==> src/rtl/mac_seq_driver.sv <==
// mac_seq_driver: job sequencer feeding a mac_block and returning its results over valid/ready.
// Build option MAC_SEQ_RESULT_FIFO_EN selects a FIFO_DEPTH-entry result FIFO; otherwise a single result register.
module mac_seq_driver #(
    parameter int MIN_W      = 8,
    parameter int ACC_W      = 32,
    parameter int CONF_W     = 3,
    parameter int LEN_W      = 8,
    parameter int MAC_LAT    = 1,
    parameter int FIFO_DEPTH = 4
) (
    input  logic                    clk,
    input  logic                    rst,
    input  logic                    cmd_valid,
    output logic                    cmd_ready,
    input  logic [1:0]              cmd_mode,
    input  logic                    cmd_acc,
    input  logic [ACC_W-1:0]        cmd_init,
    input  logic [LEN_W-1:0]        cmd_len,
    input  logic                    op_valid,
    output logic                    op_ready,
    input  logic [MIN_W-1:0]        op_a0,
    input  logic [MIN_W-1:0]        op_a1,
    input  logic [MIN_W-1:0]        op_a2,
    input  logic [MIN_W-1:0]        op_a3,
    input  logic [MIN_W-1:0]        op_b,
    output logic                    mac_en,
    output logic [MIN_W-1:0]        mac_a,
    output logic [MIN_W-1:0]        mac_dual_in,
    output logic [MIN_W-1:0]        mac_quad_in1,
    output logic [MIN_W-1:0]        mac_quad_in2,
    output logic [MIN_W-1:0]        mac_b,
    output logic [ACC_W+CONF_W-1:0] mac_cfg,
    input  logic [ACC_W-1:0]        mac_c,
    output logic                    res_valid,
    input  logic                    res_ready,
    output logic [ACC_W-1:0]        res_data,
    output logic                    res_last,
    output logic                    busy
);

    localparam logic [1:0] ST_IDLE  = 2'd0;
    localparam logic [1:0] ST_RUN   = 2'd1;
    localparam logic [1:0] ST_DRAIN = 2'd2;

    localparam logic [1:0] MODE_DUAL = 2'd1;
    localparam logic [1:0] MODE_QUAD = 2'd2;

`ifdef MAC_SEQ_RESULT_FIFO_EN
    localparam bit FIFO_EN = 1'b1;
`else
    localparam bit FIFO_EN = 1'b0;
`endif
    localparam int RES_SLOTS = FIFO_EN ? FIFO_DEPTH : 1;
    localparam int CNT_W     = $clog2(RES_SLOTS + 1);
    localparam int INF_W     = $clog2(MAC_LAT + 1) + 1;

    logic [1:0]              state_reg;
    logic [1:0]              state_next;
    logic                    armed_reg;
    logic [ACC_W+CONF_W-1:0] cfg_reg;
    logic [ACC_W+CONF_W-1:0] cfg_load;
    logic [LEN_W-1:0]        beats_reg;
    logic [MAC_LAT-1:0]      tag_push_reg;
    logic [MAC_LAT-1:0]      tag_last_reg;
    logic [INF_W-1:0]        inflight_reg;

    logic             cmd_hs;
    logic             op_hs;
    logic             last_beat;
    logic             issue_push;
    logic             exit_push;
    logic             exit_last;
    logic             len0_push;
    logic             push;
    logic             push_last;
    logic [ACC_W-1:0] push_data;
    logic             pop;
    logic [CNT_W-1:0] res_count;
    logic             credit_ok;
    logic             run;
    logic [1:0]       mode;
    logic             acc_sel;

    assign mode      = cfg_reg[1:0];
    assign acc_sel   = cfg_reg[2];
    assign run       = (state_reg == ST_RUN);
    assign busy      = (state_reg != ST_IDLE);
    assign cmd_ready = armed_reg && (state_reg == ST_IDLE);
    assign cmd_hs    = cmd_valid && cmd_ready;
    assign op_ready  = run && credit_ok;
    assign op_hs     = op_valid && op_ready;
    assign mac_en    = op_hs;
    assign mac_cfg   = cfg_reg;
    assign last_beat = (beats_reg == LEN_W'(1));

    // Only beats that will produce a FIFO entry consume a credit; accumulate beats before the last do not.
    assign issue_push = op_hs && (!acc_sel || last_beat);
    assign exit_push  = tag_push_reg[MAC_LAT-1];
    assign exit_last  = tag_last_reg[MAC_LAT-1];
    assign len0_push  = cmd_hs && cmd_acc && (cmd_len == '0);
    assign push       = exit_push || len0_push;
    assign push_data  = exit_push ? mac_c : cmd_init;
    assign push_last  = exit_push ? exit_last : 1'b1;
    assign pop        = res_valid && res_ready;
    assign credit_ok  = (int'(res_count) + int'(inflight_reg)) < RES_SLOTS;

    always_comb begin
        cfg_load                         = '0;
        cfg_load[1:0]                    = cmd_mode;
        cfg_load[2]                      = cmd_acc;
        cfg_load[ACC_W+CONF_W-1:CONF_W]  = cmd_init;
    end

    // Lane gating: unused lanes are forced to zero so the MAC's lane sum only sees active lanes.
    logic [MIN_W-1:0] lane_in  [4];
    logic [MIN_W-1:0] lane_out [4];
    logic [3:0]       lane_use;

    assign lane_in[0] = op_a0;
    assign lane_in[1] = op_a1;
    assign lane_in[2] = op_a2;
    assign lane_in[3] = op_a3;

    always_comb begin
        lane_use = 4'b0001;
        case (mode)
            MODE_DUAL: lane_use = 4'b0011;
            MODE_QUAD: lane_use = 4'b1111;
            default:   lane_use = 4'b0001;
        endcase
    end

    genvar gi;
    generate
        for (gi = 0; gi < 4; gi++) begin : g_lane
            assign lane_out[gi] = (run && lane_use[gi]) ? lane_in[gi] : '0;
        end
    endgenerate

    assign mac_a        = lane_out[0];
    assign mac_dual_in  = lane_out[1];
    assign mac_quad_in1 = lane_out[2];
    assign mac_quad_in2 = lane_out[3];
    assign mac_b        = run ? op_b : '0;

    always_comb begin
        state_next = state_reg;
        case (state_reg)
            ST_IDLE:  if (cmd_hs) state_next = (cmd_len == '0) ? ST_DRAIN : ST_RUN;
            ST_RUN:   if (op_hs && last_beat) state_next = ST_DRAIN;
            // Leave as the final entry is popped so the next command is taken the following cycle.
            ST_DRAIN: if ((inflight_reg == '0) &&
                          ((res_count == '0) || ((res_count == CNT_W'(1)) && pop)))
                          state_next = ST_IDLE;
            default:  state_next = ST_IDLE;
        endcase
    end

    always_ff @(posedge clk or negedge rst) begin
        if (!rst) begin
            state_reg    <= ST_IDLE;
            armed_reg    <= 1'b0;
            cfg_reg      <= '0;
            beats_reg    <= '0;
            inflight_reg <= '0;
            tag_push_reg <= '0;
            tag_last_reg <= '0;
        end else begin
            state_reg <= state_next;
            armed_reg <= 1'b1;
            if (cmd_hs) begin
                cfg_reg   <= cfg_load;
                beats_reg <= cmd_len;
            end else begin
                if (op_hs)
                    beats_reg <= beats_reg - LEN_W'(1);
                if ((state_reg == ST_DRAIN) && (state_next == ST_IDLE))
                    cfg_reg <= '0;
            end
            inflight_reg <= inflight_reg + INF_W'(issue_push) - INF_W'(exit_push);
            tag_push_reg[0] <= issue_push;
            tag_last_reg[0] <= op_hs && last_beat;
            for (int i = 1; i < MAC_LAT; i++) begin
                tag_push_reg[i] <= tag_push_reg[i-1];
                tag_last_reg[i] <= tag_last_reg[i-1];
            end
        end
    end

`ifdef MAC_SEQ_RESULT_FIFO_EN
    localparam int PTR_W = $clog2(FIFO_DEPTH);

    logic [ACC_W:0]     fifo_mem [FIFO_DEPTH];
    logic [PTR_W-1:0]   wr_ptr_reg;
    logic [PTR_W-1:0]   rd_ptr_reg;
    logic [CNT_W-1:0]   count_reg;
    logic [ACC_W:0]     head;

    always_ff @(posedge clk) begin
        if (push)
            fifo_mem[wr_ptr_reg] <= {push_last, push_data};
    end

    always_ff @(posedge clk or negedge rst) begin
        if (!rst) begin
            wr_ptr_reg <= '0;
            rd_ptr_reg <= '0;
            count_reg  <= '0;
        end else begin
            wr_ptr_reg <= wr_ptr_reg + PTR_W'(push);
            rd_ptr_reg <= rd_ptr_reg + PTR_W'(pop);
            count_reg  <= count_reg + CNT_W'(push) - CNT_W'(pop);
        end
    end

    assign head      = fifo_mem[rd_ptr_reg];
    assign res_count = count_reg;
    assign res_valid = (count_reg != '0);
    assign res_data  = res_valid ? head[ACC_W-1:0] : '0;
    assign res_last  = res_valid && head[ACC_W];
`else
    logic             full_reg;
    logic [ACC_W-1:0] data_reg;
    logic             last_reg;

    always_ff @(posedge clk or negedge rst) begin
        if (!rst) begin
            full_reg <= 1'b0;
            data_reg <= '0;
            last_reg <= 1'b0;
        end else if (push) begin
            full_reg <= 1'b1;
            data_reg <= push_data;
            last_reg <= push_last;
        end else if (pop) begin
            full_reg <= 1'b0;
            data_reg <= '0;
            last_reg <= 1'b0;
        end
    end

    assign res_count = full_reg;
    assign res_valid = full_reg;
    assign res_data  = data_reg;
    assign res_last  = last_reg;
`endif

endmodule

==> config.mk <==
export PLATFORM = sky130hd
export DESIGN_NAME = mac_seq_driver
export DESIGN_NICKNAME = d
export VERILOG_FILES = /design/src/rtl/mac_seq_driver.sv
export SDC_FILE = /design/constraint.sdc
export NUM_CORES = 1
export LEC_CHECK = 0
export ABC_AREA = 0
export BUFFER_PORTS_ARGS = -buffer_cell sky130_fd_sc_hd__buf_2
export CAP_MARGIN = 20
export CELL_PAD_IN_SITES_DETAIL_PLACEMENT = 1
export CELL_PAD_IN_SITES_GLOBAL_PLACEMENT = 1
export CORE_MARGIN = 8
export CORE_UTILIZATION = 29
export DETAILED_ROUTE_END_ITERATION = 10
export PLACE_DENSITY_LB_ADDON = 0.1
export SYNTH_ARGS = -nofsm -noshare
export SYNTH_HDL_FRONTEND = slang
export SYNTH_SLANG_ARGS = --single-unit
==> constraint.sdc <==
create_clock -name clk -period 2.21 [get_ports clk]
set_input_delay 0.442 -clock clk [delete_from_list [all_inputs] [get_ports clk]]
set_output_delay 0.442 -clock clk [all_outputs]
set_load 0.005 [all_outputs]
After elaboration in Yosys (flattened, before gate mapping)

Cells that the tools add are included.
Widths: inputs -> output; s select.

Register bits after elaboration: 84
Bits in latches: 0
RAM bits: 0
Memory bits (read-only): 0
Bits of input ports: 120
Output and inout port bits: 113
Word-level logic and storage cells: 71
Memories kept: 0

$add $sub $neg: 4
$mul: 0
Divide/modulo/power cells: 0
Order comparisons: 1
Equal/unequal tests: 5
Shifts and indexed selects: 0
Multiplexer cells: 22
Bitwise logic cells: 1
Reductions and logical operators: 28

Operators with widths:

| kind                | count |
|---|---|
| $mux 32             | 3 |
| $mux 35             | 2 |
| $mux 8              | 7 |
| $logic_and 1x1->1   | 16 |
| $eq 8x1->1 const B  | 1 |
| $logic_not 8->1     | 1 |
| $mux 2              | 4 |
| $pmux 4 s2          | 1 |
| $reduce_bool 2->1   | 4 |
| $sub 8x1->8 const B | 1 |
| $logic_not 2->1     | 3 |
| $pmux 2 s3          | 1 |
| $eq 2x1->1 const B  | 2 |
| $eq 2x2->1 const B  | 2 |
| $mux 1              | 4 |
| $add 1x2->3         | 1 |
| $logic_or 1x1->1    | 3 |
| $lt 3x1->1 const B  | 1 |
| $add 2x1->2         | 1 |
| $sub 2x1->2         | 1 |
| $logic_not 1->1     | 1 |
| $not 1->1           | 1 |

Depth between registers and ports, before layout

Gate-level depths: netlist of run 1.

Depth in word-level cells: 11
Mapped depth: 10
Gate-level depth less buffers: 10

Worst setup path after synthesis of run 1

OpenSTA, ideal clock, no wires.

Path kind: register -> register
Start: register full_reg, in the netlist res_valid
End: register inflight_reg[1]
Setup time: 123 ps
Arrival: 2336 ps
Required time: 2087 ps
Path slack: -249 ps
Stages on the path, launching flop included: 11
Buffers on the path: 0
Period minus slack after synthesis: 2459 ps
Cell sequence: dfrtp_1 > ha_1 > nor3_1 > nand3_4 > nor3_2 > nor2_1 > ha_1 > inv_1 > ha_1 > xnor2_1 > xnor2_1

Word-level cells in the longest chain between the ends: 7

Ends and longest elaborated chain:

| item                     | line | source |
|---|---|---|
| start: declaration       | 222  | `logic full_reg;` |
| start signal: assignment | 228  | `full_reg <= 1'b0;` |
| start signal: assignment | 232  | `full_reg <= 1'b1;` |
| start signal: assignment | 236  | `full_reg <= 1'b0;` |
| $add 1x2->3              | 105  | `assign credit_ok = (int'(res_count) + int'(inflight_reg)) < RES_SLOTS;` |
| $lt 3x1->1               | 105  |  |
| $logic_and 1x1->1        | 90   | `assign op_ready = run && credit_ok;` |
| $logic_and 1x1->1        | 91   | `assign op_hs = op_valid && op_ready;` |
| $logic_and 1x1->1        | 97   | `assign issue_push = op_hs && (!acc_sel \|\| last_beat);` |
| $add 2x1->2              | 180  | `inflight_reg <= inflight_reg + INF_W'(issue_push) - INF_W'(exit_push);` |
| $sub 2x1->2              | 180  |  |
| end signal: assignment   | 180  |  |
| end: declaration         | 65   | `logic [INF_W-1:0] inflight_reg;` |

No other way between the ends.
A chain may end at the register's enable or synchronous reset.

Final worst setup path of run 1

Start: register full_reg, in the netlist res_valid
End: output port mac_en

Word-level cells in the longest chain between the ends: 4

Ends and longest elaborated chain:

| item              | line | source |
|---|---|---|
| $add 1x2->3       | 105  |  |
| $lt 3x1->1        | 105  |  |
| $logic_and 1x1->1 | 90   |  |
| $logic_and 1x1->1 | 91   |  |
| end: declaration  | 26   | `output logic mac_en,` |

No other way between the ends.

==> results.yml, run 1 <==
detailed_routing:
  first_pass_iters: 4
  drt_wl_total_um: 14570
  drc: 0
  ant_nets: 0
  drtIter0Drc: 103
  routed_via_density: 4.861
  wl_per_cell_um: 19.51
  dr_total_vias: 3631
placed_design:
  dpl_cell_area_um2: 5338
  gp_congestion: 0.7813
  portBuffers: 232
  dp_hpwl_um: 11200
cts:
  h-tree-depth: 3
  cts_sinks: 84
  cts_tree: "built"
  cts_made_buffers: 9
  cts.path.max_buffers: 2
  clkTransAtPathRegs_ns: 0.06
  cts_root_buf: "clkbuf_16"
  clock_latency_ns: 0.34
sta:
  finalCritPeriodShare_pct: 95.91
  timing.final.setup_violations: 0
  finalSetupTns_ns: 0
  hold_viol: 0
  hold_slack_ns: 0.3304
  clock_skew_ns: 0.004303
  tightest_slew_ns: 1.047
  max_slew_margin_pct: 30.22
  max_freq_mhz: 471.8
  slew_viol_final: 0
  fin_crit_ns: 2.120
  rsz0062_at_grt: "yes"
logic_synthesis:
  syn_nets: 453
  synth_area_leaders: "dfrtp_1 (54%), a221o_1 (9.3%), and2_1 (9.2%)"
  netlist_area_um2: 3881
  netlist.area_leader.share_pct: 54.16
  ys_seq_area_share_pct: 54.16
  yosysTopAreaCell: "dfrtp_1"
  synth_cell_types: 40
  yosysWarningCount: 0
  ys_ff_latch: 84
  synth_cells: 327
  syn_avg_cell_area_um2: 11.87
grt:
  grt_pass1_wl_um: 23680
  grt_max_degree: 41
  track_usage_pct: 17.04
  grt_pass1_vias: 4004
  globalRoute.totalOverflow: 0
  antenna_found_initial: 0
finish:
  n_antenna_cell: 0
  largest_reg_flops: 35
  syn_to_final_growth_pct: 46.23
  drive_above_1_share_pct: 50.09
  nets: 692
  fin_area_um2: 5675
worst_setup_path:
  worst_ep_arrival_time_ns: 1.68
  reg2regPathDepth: 8
  critical_path_depth: 6
  cp_max_fo: 8
  worstPathCellList: "ha_4 > nor3_4 > nand3_4 > buf_6 > inv_2 > buf_2"
  ff2ff_setup_slack_ns: 0.13
  critPathCaptureType: "output port"
  worstPathRequired_ns: 1.77
  reg2reg_to: "inflight_reg[1]"
  r2r_start: "beats_reg[6]"
  cp-start-kind: "register"
  crit_family: "flip-flops"
  worst_path_max_delay_cell: "dfrtp_1"
  worstSetupPathType: "reg -> out"
  cp_num_buf_inv: 3
  critPathMaxStageDelay_ns: 0.42
floorplanning:
  initial_utilization_pct: 29.54
  die_h_um: 131.7
  die_area_um2: 17340
  num_rows: 42
  core-area_um2: 13140
  ios: 233
  die_width_um: 131.7
pwr:
  power.leakage_nw: 3.111
  ir_drop_uv: 463.1
  power_density_nw_per_um2: 1201
job:
  maxCapViolCount: 0
min_path:
  hold_depth: 2
  whs_endpoint: "mac_cfg[0]"
  hold_path_class: "in -> reg"
  hold_start: "cmd_mode[0]"
outcome:
  status: "complete, no violations"
layout by cell type (no fill, tap or decap), types with 2 or more instances in the layout:
cell type  count
buf_2        231
dfrtp_1       83
and2_1        57
a221o_1       36
a22o_1        35
and3_1        16
buf_4         14
clkbuf_16      9
nand2_1        8
nor2_1         7
inv_1          6
o211ai_1       6
ha_1           5
or2_2          3
nor3b_1        3
or3_1          3
buf_12         3
nor3_4         2
nor4_2         2
nor2b_1        2
nor3_1         2
nand4_1        2
or4_1          2
clkinv_2       2
inv_6          2
buf_6          2
metrics by stage:
stage,setup slack (ns),utilization (%),power [mW],instances
2_1_floorplan,0.05563,-,3.995,327
3_3_place_gp,0.1150,40.63,5.281,729
3_5_place_dp,0.04575,40.63,5.353,729
4_1_cts,0.006389,43.03,6.890,747
5_1_grt,0.0006407,43.20,7.350,747
6_report,0.09045,43.20,6.814,747
worst max path at each step:
stage	to	slack [ns]	startpoint
after floorplan	inflight_reg[1]	0.06	res_valid
after global placement	res_data[23]	0.11	cmd_len[4]
after detailed placement	res_data[29]	0.05	cmd_len[4]
after CTS	mac_en	0.006	res_valid
after global routing	mac_en	0.0006	inflight_reg[0]
final	mac_en	0.09	res_valid
logic make-up after synthesis:
logic type / share of synthesized area, %
xor+xnor: 0.4514
mux: 0.2901
other cells: 0.09662
compound gates: 20.12
flops: 54.16
simple gates: 19.15
fa+ha+maj: 1.934
buf+inv: 3.804
synthesized netlist by cell type:
cell / count
nor4_1: 1
nand4_1: 2
dfrtp_1: 84
or2_2: 3
nand2_1: 8
nand3_4: 1
nor3_2: 1
buf_2: 10
nand3_1: 1
a211oi_4: 1
or4_1: 3
clkbuf_1: 9
o211ai_1: 6
and3_1: 16
a22oi_1: 1
nor3b_1: 3
ha_1: 6
o21ai_0: 1
conb_1: 1
nor4_2: 2
inv_2: 1
a22o_1: 35
xnor2_1: 2
nor3_1: 3
or3_1: 3
buf_1: 1
nor2b_1: 3
a221o_1: 36
nand2b_1: 1
a31oi_2: 1
o41ai_1: 1
and4_4: 1
o22ai_1: 1
nor2_1: 9
inv_1: 6
and4bb_1: 1
buf_6: 3
and2_1: 57
mux2_2: 1
a211o_1: 1
cell type report:
class                      instances  area, um2
inverter                           7      26.28
timing repair buffer             251       1354
tap                              176      220.2
clock buffer                      11      242.7
fill                            1523       7462
clock inverter                     5      35.03
multi-input combinational        213       1694
sequential                        84       2103
where the power goes:
| group | switching (mW) | leakage [nW] | internal (mW) |
|---|---|---|---|
| logic | 1.29 | 1.88 | 1.52 |
| clock network | 0.631 | 0.136 | 0.797 |
| registers | 0.428 | 1.10 | 2.15 |
metal layers:
metal	part of all wire, %	vias up	track usage (%)
met5	0	-	0
met4	2.0	0	6.765
met3	5.6	18	4.459
met2	49	132	28.27
met1	44	1781	20.68
li1	-	1700	-
what timing repair did:
action | 4_1_cts | 5_1_grt
pin swaps | 1 | 2
buffers inserted | 1 | 0
endpoints found under the setup margin | 11 | 59
resized for setup | 3 | 6
hold buffers | 1 | 0
endpoints found under the hold margin | 16 | 0
Note: power is estimated with default switching activity, not from simulation.
==> inputs of run 2 (changes only) <==
--- a/config.mk
+++ b/config.mk
@@ -13,7 +13,7 @@
 export CORE_MARGIN = 8
 export CORE_UTILIZATION = 29
 export DETAILED_ROUTE_END_ITERATION = 10
-export PLACE_DENSITY_LB_ADDON = 0.1
+export PLACE_DENSITY = 0.89
 export SYNTH_ARGS = -nofsm -noshare
 export SYNTH_HDL_FRONTEND = slang
 export SYNTH_SLANG_ARGS = --single-unit
==> run 2 against run 1 <==
Worst setup slack worse by 0.0054 ns. Critical path type is now reg -> reg. Fmax down 0.25%. Utilization down 0.057 points. Total power about the same. Clock-buffer cell count down 2. Register-to-register slack worse by 0.04 ns. Clock skew up 0.0075 ns. Cell count down 0.40%.
==> results.yml, run 2 (same netlist as run 1, synthesis figures left out) <==
detailed_routing:
  drc: 0
  dr_total_vias: 3659
  ant_nets: 0
  drt_wl_total_um: 14330
  routed_via_density: 4.918
  first_pass_iters: 4
  wl_per_cell_um: 19.27
  drtIter0Drc: 204
sta:
  hold_viol: 0
  slew_viol_final: 0
  fin_crit_ns: 2.125
  rsz0062_at_grt: "yes"
  clock_skew_ns: 0.01178
  finalSetupTns_ns: 0
  hold_slack_ns: 0.05658
  finalCritPeriodShare_pct: 96.15
  max_freq_mhz: 470.6
  timing.final.setup_violations: 0
  tightest_slew_ns: 0.6122
  max_slew_margin_pct: 59.19
cts:
  clkTransAtPathRegs_ns: 0.07
  h-tree-depth: 3
  cts.path.max_buffers: 2
  cts_root_buf: "clkbuf_16"
  cts_made_buffers: 9
  cts_tree: "built"
  holdBufCountCts: 0
  clock_latency_ns: 0.34
  cts_sinks: 84
finish:
  drive_above_1_share_pct: 50.18
  syn_to_final_growth_pct: 46.03
  n_antenna_cell: 0
  largest_reg_flops: 35
  layout_commonest_cell: "buf_2"
  nets: 689
  register_area_um2: 2102
  layout_common_cells: "buf_2 (231), dfrtp_1 (84), and2_1 (57)"
  multi_input_area_um2: 1692
  fillCellCount: 1564
floorplanning:
  die_area_um2: 17340
  core-area_um2: 13140
  die_h_um: 131.7
  ios: 233
  initial_utilization_pct: 29.54
  num_rows: 42
  die_width_um: 131.7
pwr:
  clockPowerShare_pct: 21.1
  power_density_nw_per_um2: 1201
  p_comb_share_pct: 40.8
  p_switching_mw: 2.383
  power.leakage_nw: 3.102
  switching_share_pct: 35.00
  seqPwrFrac_pct: 38.0
  ir_drop_uv: 515.5
  internal_power_mw: 4.426
grt:
  grt_pass1_wl_um: 22890
  track_usage_pct: 16.20
  globalRoute.totalOverflow: 0
  grt_max_degree: 51
  antenna_found_initial: 0
  grt_pass1_vias: 4070
worst_setup_path:
  r2r_start: "beats_reg[3]"
  worstPathRequired_ns: 2.42
  cp_max_fo: 2
  cp-start-kind: "register"
  worst_ep_arrival_time_ns: 2.33
  worstSetupPathType: "reg -> reg"
  critPathCaptureType: "register"
  crit_start: "beats_reg[3]"
job:
  maxCapViolCount: 0
min_path:
  hold_path_class: "in -> async"
placed_design:
  portBuffers: 232
  dp_hpwl_um: 11190
  gp_congestion: 0.8043
outcome:
  status: "complete, no violations"
[run 2: worst paths after layout]
path | to | slack [ns] | cells past startpoint
setup / recovery | inflight_reg[1] | 0.09 | 8
hold / removal | mac_cfg[22] | 0.06 | 1
setup reg to reg | inflight_reg[1] | 0.09 | 8
hold reg to reg | res_last | 0.49 | 1
max in group asynchronous | res_data[2] | 1.51 | 2
min in group clk | mac_cfg[0] | 0.34 | 2
[run 2: power groups by stage]
| stage | Sequential, mW | Combinational [mW] | Clock [mW] |
|---|---|---|---|
| 2_1_floorplan | 2.55 | 1.45 | 0 |
| 3_3_place_gp | 2.56 | 2.62 | 0 |
| 3_5_place_dp | 2.58 | 2.77 | 0 |
| 4_1_cts | 2.58 | 2.81 | 1.48 |
| 5_1_grt | 2.66 | 3.09 | 1.54 |
| 6_report | 2.59 | 2.78 | 1.44 |
[run 2: timing repair]
item | 4_1_cts | 5_1_grt
pin swaps | 1 | 1
gates resized for setup | 2 | 5
endpoints found under the hold margin | 0 | 0
endpoints found under the setup margin | 4 | 20
buffers inserted | 1 | 1
[run 2: layout make-up]
cell class,instances,share of cell area [%]
multi-input combinational,213,29.85
sequential,84,37.09
timing repair buffer,248,23.73
clock inverter,7,1.015
clock buffer,9,3.974
inverter,7,0.4636
tap,176,3.885
[run 2: through the flow]
stage / area, um2 / cells / worst slack (ns) / util (%) / power (mW)
after CTS: 5614 / 742 / 0.009008 / 42.73 / 6.876
after floorplan: 3899 / 327 / 0.05563 / - / 3.995
final: 5668 / 744 / 0.08506 / 43.14 / 6.808
after global placement: 5308 / 725 / 0.1503 / 40.40 / 5.176
after global routing: 5668 / 744 / -0.006739 / 43.14 / 7.280
after detailed placement: 5308 / 725 / -0.01986 / 40.40 / 5.357
[run 2: per-layer routing]
layer	track usage (%)	wire length, um
met5	0	0
met4	4.531	213
met3	3.849	630
met2	28.75	7600
met1	19.04	5889
[run 2: critical path, stage by stage, from the launching register on]
cell and delay [ns]:
dfrtp_1 0.38, or4_4 0.56, nor3_4 0.19, nor2_1 0.08, ha_1 0.28, inv_1 0.05
ha_1 0.20, xnor2_2 0.15, xnor2_1 0.12
